`src/rtl/cdb_broadcast_queue.sv`:
```
// Completion broadcast queue: gathers finished destination tags from the FU result
// lanes and drives up to N_WAY of them per cycle onto the CDB, oldest first.
module cdb_broadcast_queue #(
  parameter int N_WAY    = 2,
  parameter int N_FU     = 4,
  parameter int CDB_BITS = 6,
  parameter int DEPTH    = 8
) (
  input  logic                           clock,
  input  logic                           reset,
  input  logic [N_FU-1:0]                fu_done_valid,
  input  logic [N_FU-1:0][CDB_BITS-1:0]  fu_done_tag,
  output logic                           fu_ready,
  output logic [N_WAY-1:0][CDB_BITS-1:0] complete_dest_tag,
  output logic [$clog2(DEPTH+1)-1:0]     queue_count
);

  localparam int PTR_W = $clog2(DEPTH);
  localparam int CNT_W = $clog2(DEPTH + 1);
  localparam logic [CNT_W-1:0] DEPTH_C = CNT_W'(DEPTH);
  localparam logic [CNT_W-1:0] N_FU_C  = CNT_W'(N_FU);
  localparam logic [CNT_W-1:0] N_WAY_C = CNT_W'(N_WAY);

  logic [CDB_BITS-1:0]            mem_q [DEPTH];
  logic [CDB_BITS-1:0]            mem_d [DEPTH];
  logic [PTR_W-1:0]               head_q, head_d;
  logic [PTR_W-1:0]               tail_q, tail_d;
  logic [CNT_W-1:0]               count_q, count_d;
  logic [N_WAY-1:0][CDB_BITS-1:0] cdb_q, cdb_d;

  logic [N_FU-1:0]                lane_acc;
  logic [N_FU-1:0][CNT_W-1:0]     pos;
  logic [CNT_W-1:0]               n_acc;
  logic [CNT_W-1:0]               total;
  logic [CNT_W-1:0]               from_q;
  logic [CNT_W-1:0]               k;
  logic [CNT_W-1:0]               used_acc;
  logic [CNT_W-1:0]               n_wr;

  // Depends on the count register only, so FUs see a stable ready all cycle.
  assign fu_ready = (DEPTH_C - count_q) >= N_FU_C;

  // pos[i] is the rank of lane i among this cycle's accepted lanes.
  always_comb begin
    lane_acc = '0;
    pos      = '0;
    n_acc    = '0;
    for (int i = 0; i < N_FU; i++) begin
      pos[i]      = n_acc;
      lane_acc[i] = fu_ready && fu_done_valid[i] && (fu_done_tag[i] != '0);
      if (lane_acc[i]) n_acc = n_acc + CNT_W'(1);
    end
  end

  always_comb begin
    total    = count_q + n_acc;
    from_q   = (count_q < N_WAY_C) ? count_q : N_WAY_C;
    k        = (total < N_WAY_C) ? total : N_WAY_C;
    used_acc = k - from_q;
    n_wr     = n_acc - used_acc;
  end

  // Queue entries fill the low CDB lanes; accepted lanes follow in index order.
  always_comb begin
    cdb_d = '0;
    for (int j = 0; j < N_WAY; j++) begin
      if (CNT_W'(j) < from_q) begin
        cdb_d[j] = mem_q[head_q + PTR_W'(j)];
      end else begin
        for (int i = 0; i < N_FU; i++) begin
          if (lane_acc[i] && (pos[i] + from_q == CNT_W'(j))) cdb_d[j] = fu_done_tag[i];
        end
      end
    end
  end

  // Accepted lanes that did not fit on the bus land at the tail in rank order.
  always_comb begin
    mem_d = mem_q;
    for (int s = 0; s < DEPTH; s++) begin
      for (int i = 0; i < N_FU; i++) begin
        if (lane_acc[i] && (pos[i] >= used_acc) &&
            (tail_q + PTR_W'(pos[i] - used_acc) == PTR_W'(s))) begin
          mem_d[s] = fu_done_tag[i];
        end
      end
    end
  end

  always_comb begin
    head_d  = head_q + PTR_W'(from_q);
    tail_d  = tail_q + PTR_W'(n_wr);
    count_d = count_q + n_acc - k;
  end

  always_ff @(posedge clock) begin
    if (reset) begin
      head_q  <= '0;
      tail_q  <= '0;
      count_q <= '0;
      cdb_q   <= '0;
    end else begin
      head_q  <= head_d;
      tail_q  <= tail_d;
      count_q <= count_d;
      cdb_q   <= cdb_d;
    end
  end

  // Storage needs no reset: entries are only read between head and count.
  always_ff @(posedge clock) begin
    mem_q <= mem_d;
  end

  assign complete_dest_tag = cdb_q;
  assign queue_count       = count_q;

endmodule

```
`config.mk`:
```
export PLATFORM = sky130hd
export DESIGN_NAME = cdb_broadcast_queue
export DESIGN_NICKNAME = d
export VERILOG_FILES = /design/src/rtl/cdb_broadcast_queue.sv
export SDC_FILE = /design/constraint.sdc
export NUM_CORES = 1
export LEC_CHECK = 0
export CORE_AREA = 2 2 99 125
export DETAILED_ROUTE_END_ITERATION = 16
export DIE_AREA = 0 0 101 127
export PLACE_DENSITY_LB_ADDON = 0.08
export SLEW_MARGIN = 30
export SYNTH_ARGS = -nofsm -noshare
export SYNTH_HDL_FRONTEND = slang
export SYNTH_SLANG_ARGS = --single-unit
```
`constraint.sdc`:
```
create_clock -name clock -period 11.3 [get_ports clock]
set_input_delay 3.39 -clock clock [delete_from_list [all_inputs] [get_ports clock]]
set_output_delay 3.39 -clock clock [all_outputs]
set_load 0.02 [all_outputs]
```
# Yosys cells after proc, flatten, opt, wreduce, memory -nomap -nowiden
# Cells that the tools add are included.
# totals
regBits	70
inputBits	30
out_inout_bits	17
elab_cells	206
# op_classes
add_sub_neg	22
n_lt_le_gt_ge	11
eq_ne	32
mux	54
bitwise	2
reduce_logical	72
# op_table
operator	count
6-bit two-way mux	46
1-bit logical AND	52
3-bit equality test, second input constant	16
6-bit binary-select mux with 3-bit select	2
4-bit nonzero test	8
3-bit by 2-bit equality test with 1-bit output, second input constant	8
6-bit nonzero test	4
4-bit two-way mux	5
3-bit adder	6
4-bit adder	4
4-bit by 1-bit equality test with 1-bit output, second input constant	4
4-bit zero test	4
4-bit by 1-bit adder with 4-bit output, second input constant	3
3-bit by 1-bit equality test with 1-bit output, second input constant	4
3-bit zero test	4
3-bit subtractor	4
4-bit >= comparator	2
4-bit >= comparator, second input constant	2
1-bit by 4-bit less-than comparator with 1-bit output, first input constant	2
4-bit by 2-bit less-than comparator with 1-bit output, second input constant	2
3-bit inverter with 4-bit output	2
4-bit subtractor	2
1-bit by 4-bit >= comparator with 1-bit output	1
1-bit by 4-bit >= comparator with 1-bit output, first input constant	1
5 further kinds	5

# Depth between registers and ports, before layout
# Gate-level depths: netlist (run 1).
# depth
word_depth	23
ltp_mapped	32
depth_no_buf	28

# Least setup slack after synthesis (run 1)
# OpenSTA, ideal clock, no wires.
# synth_timing
kind	input to register
start	input port fu_done_tag[6] in the netlist's numbering
end	register mem_q[30] in the netlist's numbering, enable pin
setup_ps	373
arrival_ps	10177
required_ps	10927
slack_ps	751
cell_stages	30
path_buffers	4
cell_sequence	clkbuf_1 -> nor4_1 -> and2_1 -> buf_2 -> nor2_1 -> nand2_1 -> inv_1 -> ha_1 -> clkbuf_1 -> xnor2_1 -> nand2_1 -> o21ai_0 -> o21ai_0 -> ha_1 -> a21o_1 -> a21oi_1 -> xnor2_1 -> nor3_1 -> nand2_1 -> ha_1 -> fa_1 -> xor2_1 -> ha_1 -> fa_1 -> xor2_4 -> xnor2_4 -> xnor2_4 -> or4b_1 -> buf_6 -> o2111ai_1
# synth_between
elab_chain_cells	16
word_cells_on_any_way	36
cone_classes	add/sub (12); order compare (5); eq/ne (4); mux (4); reduce/logical (11)
# synth_lines
element	line	source
from (decl)	12	input logic [N_FU-1:0][CDB_BITS-1:0] fu_done_tag,
6-bit nonzero test (*)	50	lane_acc[i] = fu_ready && fu_done_valid[i] && (fu_done_tag[i] != '0);
1-bit logical AND (*)	50	
4-bit two-way mux	51	if (lane_acc[i]) n_acc = n_acc + CNT_W'(1);
4-bit by 1-bit adder with 4-bit output	51	
4-bit two-way mux	51	
4-bit by 1-bit adder with 4-bit output	51	
4-bit two-way mux	51	
4-bit adder	56	total = count_q + n_acc;
4-bit by 2-bit less-than comparator with 1-bit output	58	k = (total < N_WAY_C) ? total : N_WAY_C;
4-bit two-way mux	58	
4-bit subtractor	59	used_acc = k - from_q;
1-bit by 3-bit subtractor with 3-bit output / 3-bit subtractor (equally long branches)	83	(tail_q + PTR_W'(pos[i] - used_acc) == PTR_W'(s))) begin
3-bit adder	83	
3-bit by 2-bit equality test with 1-bit output	83	
1-bit logical AND	82	if (lane_acc[i] && (pos[i] >= used_acc) &&
4-bit nonzero test (no source line) (*)	--	
to (signal assigned)	112	mem_q <= mem_d;
to (decl)	24	logic [CDB_BITS-1:0] mem_q [DEPTH];
# Every way passes the cells marked *; elsewhere a longest branch is shown, timed or not.
# A chain may end at the register's enable or synchronous reset.

# Worst setup path after layout (run 1)
# layout_timing
start	input port fu_done_tag[0] in the netlist's numbering
end	register mem_q[33] in the netlist's numbering, enable pin
# layout_between
elab_chain_cells	18
word_cells_on_any_way	38
cone_classes	add/sub (13); order compare (5); eq/ne (4); mux (5); reduce/logical (11)
# layout_lines
element	line
6-bit nonzero test (*)	50
1-bit logical AND (*)	50
1-bit two-way mux	51
4-bit by 1-bit adder with 4-bit output	51
4-bit two-way mux	51
4-bit by 1-bit adder with 4-bit output	51
4-bit two-way mux	51
4-bit by 1-bit adder with 4-bit output	51
[2 not listed]	--
4-bit by 2-bit less-than comparator with 1-bit output	58
4-bit two-way mux	58
4-bit subtractor	59
1-bit by 3-bit subtractor with 3-bit output / 3-bit subtractor (equally long branches)	83
3-bit adder	83
3-bit by 2-bit equality test with 1-bit output	83
1-bit logical AND	82
4-bit nonzero test (no source line) (*)	--
# Marks and branches as above.

==> results, run 1 <==
- The post-route standard cell area excluding fillers is 0.00790 mm2.
- The most common cell type on the critical path is ha_1.
- For this block, the initial DRC count from the detailed router was 1381.
- The post-synthesis instance total is 753.
- No sink is reached through more buffers than the 2 on the longest clock path.
- The total setup violations reported at the end of the flow is 0.
- The headroom to the max-slew limit is 32.0%.
- The summed instance area of the synthesized netlist is between 0.007 and 0.008 mm2.
- The horizontal die dimension is 101 um.
- The number of CTS-inserted buffers is 9.
- The post-cts gate resize count is 0.
- The total die area is 0.0128 mm2.
- The post-route netlist has 18.7% of its cells at a drive strength greater than 1.
- The total congestion overflow is 0.
- The final period utilization is approximately 92%.
- Counting every net in the synthesized netlist gives between 800 and 900.
- The antenna diode count is 0.
- TritonCTS built the clock tree.
- The number of register bits inferred by synthesis is 70.
- For the worst setup path, the data required time is 11.27 ns.
- For this block, the routed nets add up to 24.1 mm of wire.
- The global-route wire length before repair is 36.8 mm.
- The remaining antenna violation count after routing is 0.
- The number of antenna violations at the first check in global routing is 0.
- The most area-hungry cell type in the Yosys netlist is edfxtp_1.
- Yosys mapped the design onto 66 distinct sky130hd cell types.
- Counting flops with an async set or reset pin after synthesis yields a share of 0%.
- The net count of the finished layout is approximately 840.
- The clock tree skew after final layout is 0.0100 ns.
- The max capacitance violation total is 0.
- The number of global-route vias before repair is 6309.
- The congestion estimate from routability-driven global placement came to between 0.9 and 1.
- The placeable core region is 0.0116 mm2.
- The placed instances occupy a cell area of between 0.007 and 0.008 mm2.
- Yosys mapped a number of flops with a built-in enable equal to 48.
- The flow ran to the end, and the final reports show no timing, DRC or antenna violations.
- Sequential elements use a little over a quarter of the synthesized area.
- The level count of the clock H-tree is 3.
- Relative to the synthesized area, the layout overhead comes to 12.9%.
- For this design, the CTS-stage hold fixing added 0 buffers.
- The number of synthesis warnings is 0.
- The sort of element at the start of the critical path is an input port.
- Across all layers, the routed design uses around 6700 vias.
- The number of buffers and inverters on the critical path is 1.
- The pin count of the biggest net entering global routing is 29.
- By area the synthesized netlist is led by edfxtp_1, mux4_2, dfxtp_1.
- Setup repair after global routing left no endpoint under its margin.
- The number of pins with negative max-slew slack in the final report came to 0.
- In the routed layout, each cell is associated on average with a via count of ~7.4.
- The smallest clock period supported by the final layout is computed as 10.42 ns.
- The commonest non-fill, non-tap cell in the layout is o21ai_0.
- In the layout the commonest cells are o21ai_0, nor3_1, edfxtp_1.
- After clock tree synthesis, the setup repair step added 0 buffers.
- The setup TNS is 0 ns.
- The count of buffers added on input and output ports is 46.
- For the pin with the worst max-slew slack, the measured transition is 1.02 ns.
- The kind of cell with the highest combined delay along the critical path is adder cells.
- The cell type of the slowest stage on the worst timing path is or4b_1.
- In the routed design, unresolved DRC markers number 0.
- The die outline height is 127 um.
- For this configuration, the core starts out at a cell density of 60.6%.
- Dividing the detail-routed wire length by the instance count gives 26.6 um.
- The critical path arrival is between 10 and 15 ns.
- The number of hold violations in the final report was 0.
- The share of synthesized area in the top cell type comes to 20.6%.
- A synthesized cell averages 9.30 um2.
- Derived from the worst setup path, the maximum achievable clock frequency is ~96 MHz.
- The type of the worst setup path is in2reg.
- The half-perimeter wire length of the detailed placement result is between 15 and 20 mm.
- The delay of the slowest cell on the worst path is slightly below 0.7 ns.
- The clock reaches the later pin of the worst-skew pair after 0.34 ns.
- The overall routing resource usage is 38.1%.
- CTS placed an instance of clkbuf_16 at the clock tree root.
- The post-CTS clock slew at the launch and capture registers of the worst setup and hold paths is 0.06 ns.
- The sort of element at the end of the critical path is a flip-flop.
- The maximum fanout along the worst path is 8.
- During I/O placement, the number of pins put on the boundary was 47.
- The path category of the worst min-delay check is reg2reg.
- The first TritonRoute pass finished after 6 iterations.
- In the synthesized netlist the dominant register cell turns out to be edfxtp_1.
- The initialized floorplan defines 44 standard-cell rows.
- The clock net in this run drives a total of 70 sinks.
-- metrics by stage --
| step | hold WS, ns | instances | utilization (%) | setup WS (ns) |
|---|---|---|---|---|
| after floorplan | 0.587 | 753 | - | 0.751 |
| after global placement | 0.727 | 891 | 65.4 | 0.773 |
| after detailed placement | 0.749 | 891 | 65.5 | 0.577 |
| after CTS | 0.759 | 907 | 68.4 | 0.901 |
| after global routing | 0.779 | 907 | 68.4 | 0.493 |
| final | 0.762 | 907 | 68.4 | 0.877 |
-- flip-flops by register name, summed over array words and instances (netlist names) --
signal / flops
head_q: 3
queue_count: 4
complete_dest_tag: 12
mem_q: 48
tail_q: 3
-- path summary, 6_finish.rpt --
kind	end	cells past startpoint	startpoint	slack, ns
max	mem_q[33]$_DFFE_PP_	25	fu_done_tag[0]	0.88
min	head_q[2]$_SDFF_PP0_	2	head_q[2]$_SDFF_PP0_	0.76
max reg2reg	mem_q[33]$_DFFE_PP_	26	queue_count[0]$_SDFF_PP0_	3.50
min reg2reg	head_q[2]$_SDFF_PP0_	2	head_q[2]$_SDFF_PP0_	0.76
-- Yosys cell counts, drive strengths merged, types with 8 or more instances --
library cell,n
clkbuf,69
o21ai,56
nor3,54
edfxtp,48
mux2,48
a31oi,42
ha,33
nand3,31
nor2,31
inv,27
nand2,27
a21oi,25
mux4,24
dfxtp,22
nor2b,18
xnor2,15
a211oi,12
buf,11
mux2i,11
nand2b,11
nand4,10
fa,8
nor4,8
o211ai,8
or2,8
or4,8
xor2,8
-- per-layer routing --
metal / share of wire [%] / wire length, um / global-route usage, %
met1: 36 / 8650 / 46.0
met2: 47 / 11400 / 62.9
met3: 11 / 2670 / 11.0
met4: 5.7 / 1370 / 16.9
met5: 0 / 0 / 0
-- logic make-up after synthesis --
kind of cell	count (synthesis)	share of synthesized area, %
adders and majority gates	41	8.18
AOI/OAI and AO/OA	190	17.6
muxes	83	18.0
other	1	0.0536
and+or+nand+nor	235	18.5
DFF	70	26.9
buffers and inverters	108	6.15
xor gates and xnor gates	25	4.68
-- tightest hold or removal path, cell delays in order, from the launching register on --
cell	delay, ns
dfxtp_1	0.44
xor2_1	0.22
nor2_1	0.05
-- cell type report --
cell class,count,area (um2)
Multi-Input combinational cell,575,4700
Clock inverter,7,106
Tap cell,138,173
Fill cell,919,3660
Timing Repair Buffer,80,716
Inverter,28,105
Clock buffer,9,225
Sequential cell,70,1880
Power of run 1 is not shown: default switching activity piles up to over one toggle a cycle in this logic, so the estimate is an artifact.
==> run 2, diff against run 1 <==
CORE_AREA = 2 2 104 132   (was 2 2 99 125)
DIE_AREA = 0 0 106 134   (was 0 0 101 127)
clock period = 9.1 ns   (was 11.3 ns; I/O delays follow)
==> run 2 against run 1 <==
Against the previous run: largest cell class unchanged; via count grew 0.94%; clock-buffer cell count rose by 3; first-iteration DRC count down 32%; highest routed layer unchanged.
==> results, run 2 (synthesized netlist as in run 1, its figures left out) <==
- The placeable core region is 0.0130 mm2.
- The smallest clock period supported by the final layout is computed as 8.93 ns.
- The sort of element at the end of the critical path is a flip-flop.
- The number of hold violations in the final report is 0.
- The level count of the clock H-tree is 3.
- The cell depth of the worst setup path is 22.
- The sequential cells in the finished layout cover a total of 0.00188 mm2.
- The clock tree skew after final layout is 0.0129 ns.
- STA puts the critical path data required time at 9.17 ns.
- Compared with the post-synthesis result, the final layout area differs by 22.5%.
- Clock-pin slew was measured on the worst setup and hold paths at 0.06 ns.
- On the critical path, the stage with the largest delay is an instance of fa_2.
- The headroom to the max-slew limit is 43.7%.
- In this run the worst setup path terminates at mem_q[46]$_DFFE_PP_.
- The cell count of the worst hold path is 2.
- The share of the core filled with cells is 66.0%.
- At the pin with the least slew margin, the transition time is 0.844 ns.
- The CTS tree is built.
- Setup repair after global routing left no endpoint under its margin.
- The signal on the critical path passes through clkdlybuf4s50_1 > or4_1 > o31a_1 > and2_4 > ha_4 > xnor2_2 > xnor2_2 > ha_1 > fa_1 > nor3_2 > nand2_1 > ha_2 > fa_2 > xor2_4 > ha_4 > fa_2 > xor2_4 > xnor2_4 > xnor2_4 > or4b_4 > buf_8 > mux2_4.
- Port buffering added 46 buffers.
- The area of the multi-input gates is about 0.0048 mm2.
- After the flow finishes, the layout carries non-filler instances totaling between 1000 and 1500.
- The fraction of layout cells with a size suffix above 1 is 27.8%.
- The pin count of the biggest net entering global routing is 29.
- Ranked by flip-flop count, first place goes to mem_q.
- The library cell used as clock root buffer is clkbuf_16.
- Routability-driven placement finished with a final weighted congestion of 0.968.
- The maximum fanout along the worst path is 7.
- The startpoint identified for the worst register-to-register timing path is queue_count[0]$_SDFF_PP0_.
- The worst register-to-register path has a depth of 23.
- The number of CTS-inserted buffers is 9.
- The first-pass iteration count of the detailed router is 6.
- The run finished with clean final reports.
- The commonest non-fill, non-tap cell in the layout is buf_4.
- The total congestion overflow is 0.
- The number of antenna diodes in the final layout is 0.
- During I/O placement, the number of pins put on the boundary was between 40 and 50.
- The type of the worst setup path is in2reg.
- The total setup violations reported at the end of the flow is 0.
- In this run the vertical extent of the chip is 134 um.
- The number of antenna violations at the first check in global routing is 0.
- For flop-to-flop paths, the worst setup slack is 2.04 ns.
- Detailed routing inserted a total of around 6700 vias.
- The layout has 1032 filler cells.
- For this run, the total global-route usage over all layers was measured as about a third.
- The count of placed standard cells including taps is 982.
- The delay of the slowest cell on the worst path is 0.59 ns.
- The post-layout net count is roughly 900.
- STA puts the critical path data arrival time at 9.00 ns.
- The library cells used most frequently in the layout, excluding fill and tap cells, are buf_4, o21ai_0, nor3_1.
- The DRC marker count from the first detailed-route iteration is 936.
- The detailed-route vias per instance is roughly 6.7.
- The per-cell routed wire length is 24.5 um.
- The initial utilization of the core area, before any placement, comes to 53.9%.
- For this block, the routed nets add up to around 25 mm of wire.
- The number of flip-flops in the largest register is 48.
- Based on the critical path, the design can be clocked at up to 112 MHz.
- The TritonCTS sink count is 70.
- The number of global-route vias before repair came to approximately 6300.
- The max capacitance violation total is 0.
- The die covers 0.0142 mm2.
- The die is around 110 um wide.
- The worst hold path begins at tail_q[0]$_SDFF_PP0_.
- The deepest clock path buffer count is 2.
- Summed over all nets, the half-perimeter wirelength after detailed placement is 18.7 mm.
- The critical path buffer and inverter count is 2.
- Setup total negative slack on the finished layout was measured at 0 ns.
- The remaining antenna violation count after routing is 0.
- The final period utilization is a little over nine tenths.
- Tracing the worst setup path back leads to its startpoint at fu_done_tag[1].
- The clock network latency to the later pin of the worst-skew pair is 0.34 ns.
- The global-route wire length before repair is about 37 mm.
- The endpoint of the most critical register-to-register path is mem_q[46]$_DFFE_PP_.
- The path class of the tightest hold or removal check is reg2reg.
- The row count is 47.
- The number of pins with negative max-slew slack in the final report is 0.
- The kind of cell with the highest combined delay along the critical path is adder cells.
- For this design, the CTS-stage hold fixing added 0 buffers.
- The number of remaining DRC errors is 0.
- The worst setup path is launched from an input port.
## run 2: area by class of cell
class / instances / area share, %
clock inverters: 4 / 0.613
flip-flops and latches: 70 / 21.9
well taps: 171 / 2.49
repair buffers: 142 / 14.2
multi-input cells: 575 / 56.4
clock buffers: 12 / 3.12
inverters: 28 / 1.23
## run 2: worst min-delay path by stage
stage / to / slack (ns)
finish: tail_q[0]$_SDFF_PP0_ / 0.76
global route: head_q[2]$_SDFF_PP0_ / 0.80
detailed placement: head_q[2]$_SDFF_PP0_ / 0.74
floorplan: head_q[0]$_SDFF_PP0_ / 0.59
global placement: head_q[2]$_SDFF_PP0_ / 0.72
CTS: head_q[2]$_SDFF_PP0_ / 0.76
## run 2: repair_timing
| item | 4_1_cts | 5_1_grt |
|---|---|---|
| setup endpoints to repair | 6 | 96 |
| pin swaps | 1 | 14 |
| gates resized for setup | 1 | 14 |
| buffers inserted | 1 | 3 |
## run 2: stage by stage
step | hold slack (ns) | instance area [um2] | setup slack, ns
2_1_floorplan | 0.587 | 7120 | 0.0465
3_3_place_gp | 0.723 | 8170 | -0.187
3_5_place_dp | 0.741 | 8170 | -0.370
4_1_cts | 0.758 | 8500 | 0.00386
5_1_grt | 0.802 | 8580 | 0.00941
6_report | 0.757 | 8580 | 0.172
## run 2: metal layers
layer,vias to the layer above,share of wire [%],track usage [%]
li1,3029,-,-
met1,3201,37,42.5
met2,419,49,60.1
met3,91,8.6,7.05
met4,0,4.6,12.4
met5,-,0,0
## run 2: tightest hold or removal path: stages (launching register included)
cell     delay [ns]
dfxtp_1        0.45
ha_1           0.17
nor2b_1        0.11
Power of run 2 is left out for the same reason.
==> run 3, diff against run 2 <==
ABC_CLOCK_PERIOD_IN_PS = 9100   (was not set)
HOLD_SLACK_MARGIN = 0.15   (was not set)
SLEW_MARGIN = 20   (was 30)
==> run 3 against run 2 <==
Against the previous run: core utilization about the same; non-clock buffer count is the same; design area is essentially flat; clock-buffer cell count stayed put; via count up 0.25%; sequential cell count is the same; worst hold slack worse by 0.010 ns; largest cell class unchanged.
==> results, run 3 (synthesized netlist as in run 1, its figures left out) <==
- Setup slack on the worst reg-to-reg path comes out at 2.04 ns.
- The total of hold buffers inserted after clock tree synthesis is 0.
- The worst setup path is launched from an input port.
- The critical path arrival is 9.01 ns.
- The path category of the worst min-delay check is reg2reg.
- For this run, the top clock speed supported by timing is roughly 110 MHz.
- In the layout the commonest cells are buf_4, o21ai_0, nor3_1.
- The DRC marker count from the first detailed-route iteration is 889.
- The detailed-route vias per instance is between 6 and 7.
- Entering global routing, the biggest net connects 29 pins.
- The critical path data required time is 9.17 ns.
- For this block, the routed nets add up to 24.4 mm of wire.
- The number of global-route vias before repair is 6321.
- Once the floorplan was initialized, standard cells occupied 53.9% of the core.
- The share of the core filled with cells is ~66%.
- Clock latency on the worst-skew pair, taken at its later pin, is between 0.3 and 0.4 ns.
- Setup repair after global routing left no endpoint under its margin.
- The final period utilization is just under 100%.
- Together, buffers and inverters on the worst path number 2.
- The die outline height is 134 um.
- At the pin with the least slew margin, the transition time is a little over 1 ns.
- Clock-pin slew was measured on the worst setup and hold paths at ~0.06 ns.
- The library cell used as clock root buffer is clkbuf_16.
- For this run, the detailed router's first-pass iteration total came to 6.
- The post-layout net count is 897.
- After layout, the minimum clock period comes to 8.93 ns.
- The horizontal die dimension is between 100 and 150 um.
- The TritonCTS sink count is 70.
- The total die area is 0.0142 mm2.
- The number of CTS-inserted buffers is 9.
- Row generation in the floorplan step produced between 40 and 50 rows.
- The remaining antenna violation count after routing is 0.
- The commonest non-fill, non-tap cell in the layout is buf_4.
- Dividing the detail-routed wire length by the instance count gives between 20 and 25 um.
- The global placement routability congestion is 0.968.
- Global routing used 34.6% of the available tracks across all layers.
- The total setup violations reported at the end of the flow is 0.
- Of the cells placed in the final design, the portion with a size suffix greater than 1 is 27.7%.
- The max capacitance violation total is 0.
- The worst pin sits at a relative slew slack of 32.1%.
- The deepest clock path buffer count is 2.
- Traced cell by cell, the critical path runs through clkdlybuf4s50_1 > or4_1 > o31a_1 > and2_4 > ha_4 > xnor2_2 > xnor2_2 > ha_1 > fa_1 > nor3_2 > nand2_1 > ha_2 > fa_2 > xor2_4 > ha_4 > fa_2 > xor2_4 > xnor2_4 > xnor2_4 > or4b_4 > buf_8 > mux2_4.
- The flow ran to the end, and the final reports show no timing, DRC or antenna violations.
- The type of the worst setup path is in2reg.
- The antenna diode count is 0.
- After detailed routing, the number of remaining DRC violations is 0.
- On the final layout, the worst hold slack is around 0.75 ns.
- The total overflow left after global routing is 0.
- The total number of vias is 6757.
- The delay of the slowest cell on the worst path is 0.59 ns.
- The register with the most flip-flops in the layout has 48 of them.
- STA classifies the critical path endpoint as a flip-flop.
- The number of hold violations in the final report is 0.
- The maximum fanout along the worst path is 7.
- The placeable core region is 0.0130 mm2.
- The number of antenna violations at the first check in global routing came to 0.
- The cell type of the slowest stage on the worst timing path is fa_2.
- The register with the most flip-flops in the final layout is mem_q.
- The H-tree generated during clock tree synthesis spans 3 levels.
- The area growth from synthesis to layout is 22.6%.
- The clock tree skew after final layout is ~0.012 ns.
- The global-route wire length before repair is 37.3 mm.
- The number of pins with negative max-slew slack in the final report is 0.
- Input and output buffers added on the ports amount to 46.
- The CTS tree is built.
- After legalization and detailed placement, the total HPWL measured roughly 19 mm.
- Pin placement for this block handled 47 I/O pins.
- The family of cells with the greatest summed delay on the critical path is adder cells.
==> run 3: changes by cell type in the layout (fill, tap and decap cells not counted), sizes merged <==
cell,previous run,this run
buf,97,96
clkdlybuf4s50,42,43
==> run 3: path summary, 6_finish.rpt <==
check	from	end	cells past startpoint
worst max-delay path	fu_done_tag[1]	mem_q[46]$_DFFE_PP_	22
worst min-delay path	tail_q[0]$_SDFF_PP0_	tail_q[0]$_SDFF_PP0_	2
worst max register to register	queue_count[0]$_SDFF_PP0_	mem_q[46]$_DFFE_PP_	23
worst min register to register	tail_q[0]$_SDFF_PP0_	tail_q[0]$_SDFF_PP0_	2
==> run 3: worst min-delay path, cell delays in order, from the launching register on <==
cell     delay, ns
dfxtp_1       0.44
ha_1          0.16
nor2b_1       0.11
==> run 3: cell type report <==
| class | count | area, um2 |
|---|---|---|
| well taps | 171 | 214 |
| repair buffers | 142 | 1220 |
| multi-input cells | 575 | 4840 |
| fillers | 1031 | 4420 |
| clock inverters | 4 | 52.6 |
| inverters | 28 | 105 |
| flip-flops and latches | 70 | 1880 |
| clock buffers | 12 | 268 |
==> run 3: layer usage <==
layer | vias up | share of wire, % | GRT usage [%]
met4 | 0 | 4.6 | 12.4
met5 | - | 0 | 0
met2 | 442 | 49 | 60.1
li1 | 3032 | - | -
met1 | 3194 | 37 | 42.5
met3 | 89 | 9.1 | 7.05
==> run 3: through the flow <==
| stage | TNS [ns] | setup WS [ns] | instance area [um2] | cells |
|---|---|---|---|---|
| floorplan | 0 | 0.0465 | 7120 | 753 |
| global placement | -10.06 | -0.187 | 8170 | 982 |
| CTS | 0 | 0.00386 | 8500 | 999 |
| detailed placement | -24.23 | -0.370 | 8170 | 982 |
| finish | 0 | 0.166 | 8580 | 1002 |
| global route | 0 | 0.0169 | 8580 | 1002 |
==> run 3: what timing repair did <==
| action | in CTS | in global routing |
|---|---|---|
| resized for setup | 1 | 14 |
| pin swaps | 1 | 14 |
| setup endpoints to repair | 6 | 96 |
| buffers inserted | 1 | 3 |
Power of run 3 is left out for the same reason.
